### config.mk
export PLATFORM = sky130hd
export DESIGN_NAME = mmio_responder
export DESIGN_NICKNAME = d
export VERILOG_FILES = /design/src/rtl/mmio_responder_pkg.sv /design/src/rtl/mmio_responder_sync_fifo.sv /design/src/rtl/mmio_responder.sv
export SDC_FILE = /design/constraint.sdc
export NUM_CORES = 1
export LEC_CHECK = 0
export ABC_CLOCK_PERIOD_IN_PS = 4200
export BUFFER_PORTS_ARGS = -buffer_cell sky130_fd_sc_hd__buf_2
export CAP_MARGIN = 20
export CORE_AREA = 2 2 113 170
export DETAILED_ROUTE_END_ITERATION = 10
export DIE_AREA = 0 0 115 172
export PLACE_DENSITY = 0.73
export SLEW_MARGIN = 20
export SYNTH_ARGS = -nofsm -noshare
export SYNTH_HDL_FRONTEND = slang
export SYNTH_SLANG_ARGS = --single-unit
### constraint.sdc
create_clock -name clk -period 4.2 [get_ports clk]
set_clock_uncertainty 0.15 [all_clocks]
set_input_delay 0.42 -clock clk [delete_from_list [all_inputs] [get_ports clk]]
set_output_delay 0.42 -clock clk [all_outputs]
set_load 0.005 [all_outputs]
### src/rtl/mmio_responder_pkg.sv
// Shared constants for the memory-stage IO region.
// Holds the IO base address and the byte offsets of the peripheral registers.
package mmio_responder_pkg;

  localparam logic [31:0] ADDR_IO           = 32'h8000_0000;

  localparam logic [7:0]  MMIO_UART_CTRL    = 8'h00;
  localparam logic [7:0]  MMIO_UART_RX      = 8'h04;
  localparam logic [7:0]  MMIO_UART_TX      = 8'h08;
  localparam logic [7:0]  MMIO_CYCLE_CNT    = 8'h10;
  localparam logic [7:0]  MMIO_INST_CNT     = 8'h14;
  localparam logic [7:0]  MMIO_CNT_RST      = 8'h18;
  localparam logic [7:0]  MMIO_BR_CNT       = 8'h1C;
  localparam logic [7:0]  MMIO_BR_TAKEN_CNT = 8'h20;

  // Word index used by the decoder (addr[1:0] is ignored).
  function automatic logic [5:0] reg_idx(input logic [7:0] off);
    return off[7:2];
  endfunction

endpackage

### src/rtl/mmio_responder_sync_fifo.sv
// Single-clock FIFO with combinational head output.
// A push is accepted when not full, or when full but a pop happens on the
// same edge (the head slot is freed as the new entry lands in it).
module sync_fifo #(
  parameter int WIDTH = 8,
  parameter int DEPTH = 8
) (
  input  logic             clk,
  input  logic             rst,
  input  logic             i_push,
  input  logic [WIDTH-1:0] i_din,
  input  logic             i_pop,
  output logic [WIDTH-1:0] o_dout,
  output logic             o_full,
  output logic             o_empty
);

  localparam int AW = $clog2(DEPTH);

  logic [WIDTH-1:0] r_mem [DEPTH];
  logic [AW-1:0]    r_wr_ptr;
  logic [AW-1:0]    r_rd_ptr;
  logic [AW:0]      r_cnt;

  logic             w_do_pop;
  logic             w_do_push;

  assign o_empty   = (r_cnt == '0);
  assign o_full    = (r_cnt == (AW+1)'(DEPTH));
  assign o_dout    = r_mem[r_rd_ptr];
  assign w_do_pop  = i_pop && !o_empty;
  assign w_do_push = i_push && (!o_full || w_do_pop);

  // Storage write; contents need no reset since the count gates visibility.
  always_ff @(posedge clk) begin
    if (w_do_push) r_mem[r_wr_ptr] <= i_din;
  end

  // Pointer and occupancy tracking; pointers wrap naturally (power-of-two depth).
  always_ff @(posedge clk or posedge rst) begin
    if (rst) begin
      r_wr_ptr <= '0;
      r_rd_ptr <= '0;
      r_cnt    <= '0;
    end else begin
      if (w_do_push) r_wr_ptr <= r_wr_ptr + 1'b1;
      if (w_do_pop)  r_rd_ptr <= r_rd_ptr + 1'b1;
      case ({w_do_push, w_do_pop})
        2'b10:   r_cnt <= r_cnt + 1'b1;
        2'b01:   r_cnt <= r_cnt - 1'b1;
        default: r_cnt <= r_cnt;
      endcase
    end
  end

endmodule

### src/rtl/mmio_responder.sv
// Memory-stage IO responder: UART TX FIFO / RX holding register and
// performance counters, read data registered one cycle after the access.
// Optional feature macro: MMIO_BR_CNT_EN (branch and taken-branch counters).
module mmio_responder
  import mmio_responder_pkg::*;
#(
  parameter int TX_FIFO_DEPTH = 8
) (
  input  logic        clk,
  input  logic        rst,
  input  logic        io_en,
  input  logic        we,
  input  logic [31:0] addr,
  input  logic [31:0] din,
  output logic [31:0] dout,
  input  logic        inst_retire,
  input  logic        br_inst,
  input  logic        br_taken,
  output logic [7:0]  tx_data,
  output logic        tx_valid,
  input  logic        tx_ready,
  input  logic [7:0]  rx_data,
  input  logic        rx_valid,
  output logic        rx_ready
);

  logic [31:0] r_dout;
  logic [7:0]  r_rx_hold;
  logic        r_rx_full;
  logic [31:0] r_cycle_cnt;
  logic [31:0] r_inst_cnt;
  logic [31:0] r_br_cnt;
  logic [31:0] r_taken_cnt;

  logic [5:0]  w_idx;
  logic        w_rd;
  logic        w_wr;
  logic        w_rx_pop;
  logic        w_rx_cap;
  logic        w_cnt_clr;
  logic        w_tx_push;
  logic        w_tx_pop;
  logic        w_tx_full;
  logic        w_tx_empty;
  logic [7:0]  w_tx_head;
  logic [31:0] w_rdata;
  logic        w_unused;

  assign w_idx     = addr[7:2];
  assign w_rd      = io_en && !we;
  assign w_wr      = io_en && we;
  assign w_rx_pop  = w_rd && (w_idx == reg_idx(MMIO_UART_RX)) && r_rx_full;
  assign w_rx_cap  = rx_valid && !r_rx_full;
  assign w_cnt_clr = w_wr && (w_idx == reg_idx(MMIO_CNT_RST));
  assign w_tx_push = w_wr && (w_idx == reg_idx(MMIO_UART_TX));
  assign w_tx_pop  = !w_tx_empty && tx_ready;

  assign dout      = r_dout;
  assign tx_valid  = !w_tx_empty;
  assign tx_data   = w_tx_head;
  assign rx_ready  = !r_rx_full;

  sync_fifo #(
    .WIDTH (8),
    .DEPTH (TX_FIFO_DEPTH)
  ) u_tx_fifo (
    .clk     (clk),
    .rst     (rst),
    .i_push  (w_tx_push),
    .i_din   (din[7:0]),
    .i_pop   (w_tx_pop),
    .o_dout  (w_tx_head),
    .o_full  (w_tx_full),
    .o_empty (w_tx_empty)
  );

  // Read mux over pre-edge state; unmapped words read as zero.
  always_comb begin
    w_rdata = '0;
    case (w_idx)
      reg_idx(MMIO_UART_CTRL):    w_rdata = {30'b0, r_rx_full, !w_tx_full};
      reg_idx(MMIO_UART_RX):      w_rdata = r_rx_full ? {24'b0, r_rx_hold} : 32'b0;
      reg_idx(MMIO_CYCLE_CNT):    w_rdata = r_cycle_cnt;
      reg_idx(MMIO_INST_CNT):     w_rdata = r_inst_cnt;
      reg_idx(MMIO_BR_CNT):       w_rdata = r_br_cnt;
      reg_idx(MMIO_BR_TAKEN_CNT): w_rdata = r_taken_cnt;
      default:                    w_rdata = '0;
    endcase
  end

  // Read data register: updates only on IO reads, holds otherwise.
  always_ff @(posedge clk or posedge rst) begin
    if (rst)       r_dout <= '0;
    else if (w_rd) r_dout <= w_rdata;
  end

  // RX holding register: capture when empty, cleared by a data read.
  always_ff @(posedge clk or posedge rst) begin
    if (rst) begin
      r_rx_full <= 1'b0;
      r_rx_hold <= '0;
    end else if (w_rx_cap) begin
      r_rx_full <= 1'b1;
      r_rx_hold <= rx_data;
    end else if (w_rx_pop) begin
      r_rx_full <= 1'b0;
    end
  end

  // Cycle and retired-instruction counters; a counter-reset store wins over increment.
  always_ff @(posedge clk or posedge rst) begin
    if (rst) begin
      r_cycle_cnt <= '0;
      r_inst_cnt  <= '0;
    end else if (w_cnt_clr) begin
      r_cycle_cnt <= '0;
      r_inst_cnt  <= '0;
    end else begin
      r_cycle_cnt <= r_cycle_cnt + 32'd1;
      if (inst_retire) r_inst_cnt <= r_inst_cnt + 32'd1;
    end
  end

`ifdef MMIO_BR_CNT_EN
  // Branch and taken-branch counters, cleared together with the others.
  always_ff @(posedge clk or posedge rst) begin
    if (rst) begin
      r_br_cnt    <= '0;
      r_taken_cnt <= '0;
    end else if (w_cnt_clr) begin
      r_br_cnt    <= '0;
      r_taken_cnt <= '0;
    end else begin
      if (br_inst)             r_br_cnt    <= r_br_cnt + 32'd1;
      if (br_inst && br_taken) r_taken_cnt <= r_taken_cnt + 32'd1;
    end
  end
  assign w_unused = ^{addr[31:8], addr[1:0], din[31:8]};
`else
  assign r_br_cnt    = '0;
  assign r_taken_cnt = '0;
  assign w_unused    = ^{addr[31:8], addr[1:0], din[31:8], br_inst, br_taken};
`endif

endmodule
### Yosys cells after proc, flatten, opt, wreduce, memory -nomap -nowiden

Memories as Yosys holds them, arrays and structs flattened.
Index checks and enable logic that the tools add are counted.

| word-level totals | value |
|---|---|
| output and inout port bits | 42 |
| flip-flop bits (word level) | 115 |
| RAM bits | 64 |
| memories kept | 1 |
| bits of input ports | 81 |
| logic and storage cells | 53 |

Memory list:

| name | words | bits a word | read ports | clocked after Yosys merged registers in | wr ports | line | source |
|---|---|---|---|---|---|---|---|
| u_tx_fifo.r_mem | 8 | 8 | 1 | 0 | 1 | mmio_responder_sync_fifo.sv:20 | `logic [WIDTH-1:0] r_mem [DEPTH];` |

| cells by class | value |
|---|---|
| reduce and logical (&&, ||, !) cells | 20 |
| add/sub/neg operators | 6 |
| multiplexer cells | 10 |
| equal/unequal tests | 8 |

Operators with widths:

| operator | number |
|---|---|
| $pmux 32 s4 | 1 |
| $mux 32 | 3 |
| $add 32x1->32 const B | 2 |
| $eq 6x3->1 const B | 3 |
| $logic_and 1x1->1 | 10 |
| $mux 8 | 1 |
| $pmux 4 s2 | 1 |
| $add 3x1->3 const B | 2 |
| $eq 6x1->1 const B | 1 |
| $eq 6x2->1 const B | 1 |
| $logic_not 6->1 | 1 |
| $reduce_bool 2->1 | 3 |
| $add 4x1->4 const B | 1 |
| $eq 4x4->1 const B | 1 |
| $logic_not 1->1 | 4 |
| $logic_not 4->1 | 1 |
| $mux 1 | 4 |
| $sub 4x1->4 const B | 1 |
| $eq 2x1->1 const B | 1 |
| $eq 2x2->1 const B | 1 |
| $logic_or 1x1->1 | 1 |

### Logic depth before layout (Yosys ltp)

| depth | value |
|---|---|
| word-level depth | 8 |
| gate-level depth with buffers | 10 |

### Modules after synthesis

A second synthesis with hierarchy kept.

| unflattened totals | value |
|---|---|
| cell total of the unflattened synthesis | 701 |
| area total of the unflattened synthesis | 8463.1 µm² |

By module, submodules not included:

| module | cells an instance | area each (µm²) | times used | seq. area each (µm²) |
|---|---|---|---|---|
| mmio_responder | 536 | 5305.1 | 1 | 2627.5 |
| sync_fifo | 165 | 3158.0 | 1 | 2172.1 |

### Worst setup path before layout

OpenSTA, ideal clock, no wires.

| path | value |
|---|---|
| path kind | input-to-reg |
| from | input addr[5] |
| to | register u_tx_fifo.r_cnt[3] |
| data required time | 3.924 ns |
| setup time | 0.126 ns |
| stages on the path | 9 |
| setup slack | 1.479 ns |
| arrival | 2.445 ns |
| cells stage by stage | or3_4 -> nor3_1 -> nor2_1 -> ha_1 -> a21o_1 -> a21oi_1 -> or3_1 -> a21oi_1 -> a311o_1 |

| between the ends | value |
|---|---|
| cells in the longest elaborated chain, start to end | 5 |

Ends and longest elaborated chain:

| item | line | source |
|---|---|---|
| from (decl) | mmio_responder.sv:13 | `input logic [31:0] addr,` |
| $eq 6x2->1 (*) | mmio_responder.sv:55 | `assign w_tx_push = w_wr && (w_idx == reg_idx(MMIO_UART_TX));` |
| $logic_and 1x1->1 (*) | mmio_responder.sv:55 |  |
| $logic_and 1x1->1 (*) | mmio_responder_sync_fifo.sv:32 | `assign w_do_push = i_push && (!o_full \|\| w_do_pop);` |
| $eq 2x1->1 or $eq 2x2->1 (tied branches) | mmio_responder_sync_fifo.sv:48 | `case ({w_do_push, w_do_pop})` |
| $pmux 4 s2 or $reduce_bool 2->1 (tied branches) | - |  |
| to (signal assigned) | mmio_responder_sync_fifo.sv:49 | `2'b10: r_cnt <= r_cnt + 1'b1;` |
| to (signal assigned) | mmio_responder_sync_fifo.sv:50 | `2'b01: r_cnt <= r_cnt - 1'b1;` |
| to (signal assigned) | mmio_responder_sync_fifo.sv:51 | `default: r_cnt <= r_cnt;` |
| to (decl) | mmio_responder_sync_fifo.sv:23 | `logic [AW:0] r_cnt;` |

Mark *: on every way between the ends. The rest lies on a longest branch, timed or not.
A chain may end at the register's enable or synchronous reset.

### Worst setup path in the final report

| path | value |
|---|---|
| from | register u_tx_fifo.r_cnt[0] |
| to | register u_tx_fifo.r_cnt[3] |

| between the ends | value |
|---|---|
| cells in the longest elaborated chain, start to end | 8 |

Ends and longest elaborated chain:

| item | line | source |
|---|---|---|
| $logic_not 4->1 | mmio_responder_sync_fifo.sv:28 | `assign o_empty = (r_cnt == '0);` |
| $logic_not 1->1 | mmio_responder_sync_fifo.sv:31, mmio_responder.sv:56 |  |
| $logic_and 1x1->1 | mmio_responder.sv:56 | `assign w_tx_pop = !w_tx_empty && tx_ready;` |
| $logic_and 1x1->1 | mmio_responder_sync_fifo.sv:31 | `assign w_do_pop = i_pop && !o_empty;` |
| $logic_or 1x1->1 | mmio_responder_sync_fifo.sv:32 |  |
| $logic_and 1x1->1 | mmio_responder_sync_fifo.sv:32 |  |
| $eq 2x1->1 or $eq 2x2->1 (tied branches) | mmio_responder_sync_fifo.sv:48 |  |
| $pmux 4 s2 or $reduce_bool 2->1 (tied branches) | - |  |

Parallel ways exist; a longest one is shown, timed or not.

==> metrics <==
HP Class=primary input to async pin; Synth Area in Compound Gates=4.653%; count of different cell masters after synthesis=39; CP Cell Sequence=or3_1, o21ai_0, nor2_1, ha_1, a21o_1, a21oi_1, or3_1, a21oi_1, a311o_1; Initial Utilization=44.34%; Final period util=71.05%; reg2reg path depth=9; # Post-CTS Setup Buffers=0; crit path time final=2.984 ns; Crit path arrival time=3.14 ns; clock transition at the registers of the reported paths=0.08 ns; clock root cell=clkbuf_16; Core Area=0.01832 mm^2; via count=5,223; initial DRC count=331; # diodes=0; Worst Tran Pin Value=0.8428 ns; crit path to=u_tx_fifo.r_cnt[3]; Synth Area in XOR/XNOR=7.010%; Slew Viols, Final=0; GPL Wtd Cong=0.8280; post_cts resized=0; initial antenna violation count=0; FF+latch count, synth=179; crit end category=flop; worst setup path startpoint=u_tx_fifo.r_cnt[0]; num ports=123; Leak=3.985 nW; top cell type's share of synthesized area=35.43%; failing checks=negative hold slack; WL final=16,290 um; TritonCTS clock tree=yes; H-tree Lvls=4; WS Path Type=flop to flop; cell row count=61; clock buffer count from CTS=17; Mapped Cells=658; gr usage total=17.40%; design area=0.009331 mm^2; Syn Area/Cell=12.34 um^2; Clock Latency Late Sink=0.43 ns; CTS Sinks=179; max_cap viols=0; first-pass GRT wire length=26,650 um; die width=115 um; Vias/cell=5.452; Layout Nets=813; Syn Std Cell Area=0.008122 mm^2; crit path max fanout=5; max_slew headroom=43.60%; CTS max path bufs=2; RSZ-0062 raised after global routing=false; count leader, synth=dfrtp_1; EDFF count, synth=64; Seq/Total Area, Yosys=59.10%; predominant post-synthesis flop cell=dfrtp_1; share of layout cells above drive strength 1=21.41%; DRT Pass-1 Iters=5; PwrDens=495.9 mW/mm^2; Area Overhead vs Synth=14.90%; Worst Path Required=4.36 ns; vias in the first global route=5,325; r2r setup slk=1.22 ns; startpoint types=flop; RR Endpoint=u_tx_fifo.r_cnt[3]; mux cell area share after synthesis=11.15%; Finished Layout Cells=958; Commonest cells post-synth=dfrtp_1, nor2_1, edfxtp_1; Final HPWL DP=11,290 um; Synth area leader=dfrtp_1; Placed Cells=925; highest-delay cell along the critical path=o21ai_0; VDD IR max=0.3278 mV; IO buf count=70; RR Startpoint=u_tx_fifo.r_cnt[0]; final hold violation count=13; largest net degree at the start of global routing=66; top post-synthesis cells by area=dfrtp_1, edfxtp_1, xor2_1; CP peak stage delay=0.44 ns; DRC=0; endpoints failing setup=0; syn nets=746; total number of yosys warnings=0; max frequency=335.1 MHz; setup_tns=0 ns; asr flop ratio synth=64.25%; die height=172 um; die area=0.01978 mm^2; post-placement cell area=0.008702 mm^2; Final ANT Viol Nets=0; largest family of logic cells by synthesized area=simple AND/OR/NAND/NOR gates; total grt overflow=0; Post-Synth Adder-Cell Area=1.171%; Post-CTS Hold Fix Bufs=0; smallest hold slack=-0.02480 ns; status=finished, violations left; WL per Instance=17.00 um; Post-Synth Simple-Gate Area=14.84%
==> where the power goes <==
| part | internal (W) | leakage [nW] | switching, W | total, W |
|---|---|---|---|---|
| clock network | 0.000818 | 0.297 | 0.000789 | 0.00161 |
| logic | 0.000453 | 1.60 | 0.000318 | 0.000771 |
| registers | 0.00197 | 2.09 | 0.000280 | 0.00225 |
| total | 0.00324 | 3.98 | 0.00139 | 0.00463 |
==> state kept, by name (all words and copies together), names as in the netlist <==
name                flops
u_tx_fifo.r_mem        64
dout                   32
r_cycle_cnt            32
r_inst_cnt             32
r_rx_hold               8
u_tx_fifo.r_cnt         4
u_tx_fifo.r_rd_ptr      3
u_tx_fifo.r_wr_ptr      3
r_rx_full               1
==> critical path: cells and delay by family (launching register included) <==
kind,cells,cell delay (ns)
AO/OA/AOI/OAI,5,1.22
adder cells (fa/ha/maj),1,0.30
flip-flops,1,0.43
AND/OR/NAND/NOR,3,0.78
==> how the worst min path moves through the flow <==
stage	start	to	slack, ns	depth (start not counted)
after floorplan	r_cycle_cnt[0]	r_cycle_cnt[0]	0.32	1
after global placement	dout[14]	dout[14]	0.31	2
after detailed placement	dout[20]	dout[20]	0.32	2
after CTS	rst	dout[15]	0.01	2
after global routing	rst	dout[20]	0.04	2
final	rst	dout[15]	-0.02	2
==> per-stage QoR <==
step | total power [W] | setup slack [ns] | util, %
global route | 0.004854 | 1.048 | 50.94
global placement | 0.003035 | 1.134 | 47.51
CTS | 0.004674 | 1.048 | 50.91
detailed placement | 0.003069 | 1.079 | 47.51
floorplan | 0.002817 | 0.5859 | -
finish | 0.004627 | 1.216 | 50.94
==> cell type report <==
cell class / count / area, um^2
Clock buffer: 17 / 425.4
Fill cell: 1547 / 8986
Sequential cell: 179 / 4801
Clock inverter: 15 / 197.7
Tap cell: 220 / 275.3
Multi-Input combinational cell: 435 / 3162
Timing Repair Buffer: 80 / 422.9
Inverter: 12 / 47.55
==> layout by cell type (no fill, tap or decap), types with 9 or more instances in the layout <==
cell type    n
xor2_1      44
o31ai_1     24
nand3_1     25
mux2_2      18
buf_4        9
o21ai_0     15
clkbuf_16   17
mux2i_1     32
nor2_1      76
dfrtp_1    114
nand4_1     26
nor3_1      12
nand2_1     54
inv_1       11
and3_1      14
xnor2_1     21
edfxtp_1    64
mux4_2      17
buf_2       70
==> metal layers <==
| layer | global-route usage (%) | wire length (um) |
|---|---|---|
| met1 | 20.06 | 6627 |
| met2 | 31.82 | 8939 |
| met4 | 6.862 | 368 |
| met3 | 2.979 | 350 |
| met5 | 0 | 0 |
==> cell families after synthesis <==
| kind of cell | Yosys count |
|---|---|
| flops | 179 |
| xor+xnor | 65 |
| fa+ha+maj | 7 |
| mux | 67 |
| buf+inv | 44 |
| compound gates | 56 |
| simple gates | 240 |
Power figures use the tool's default switching activity.
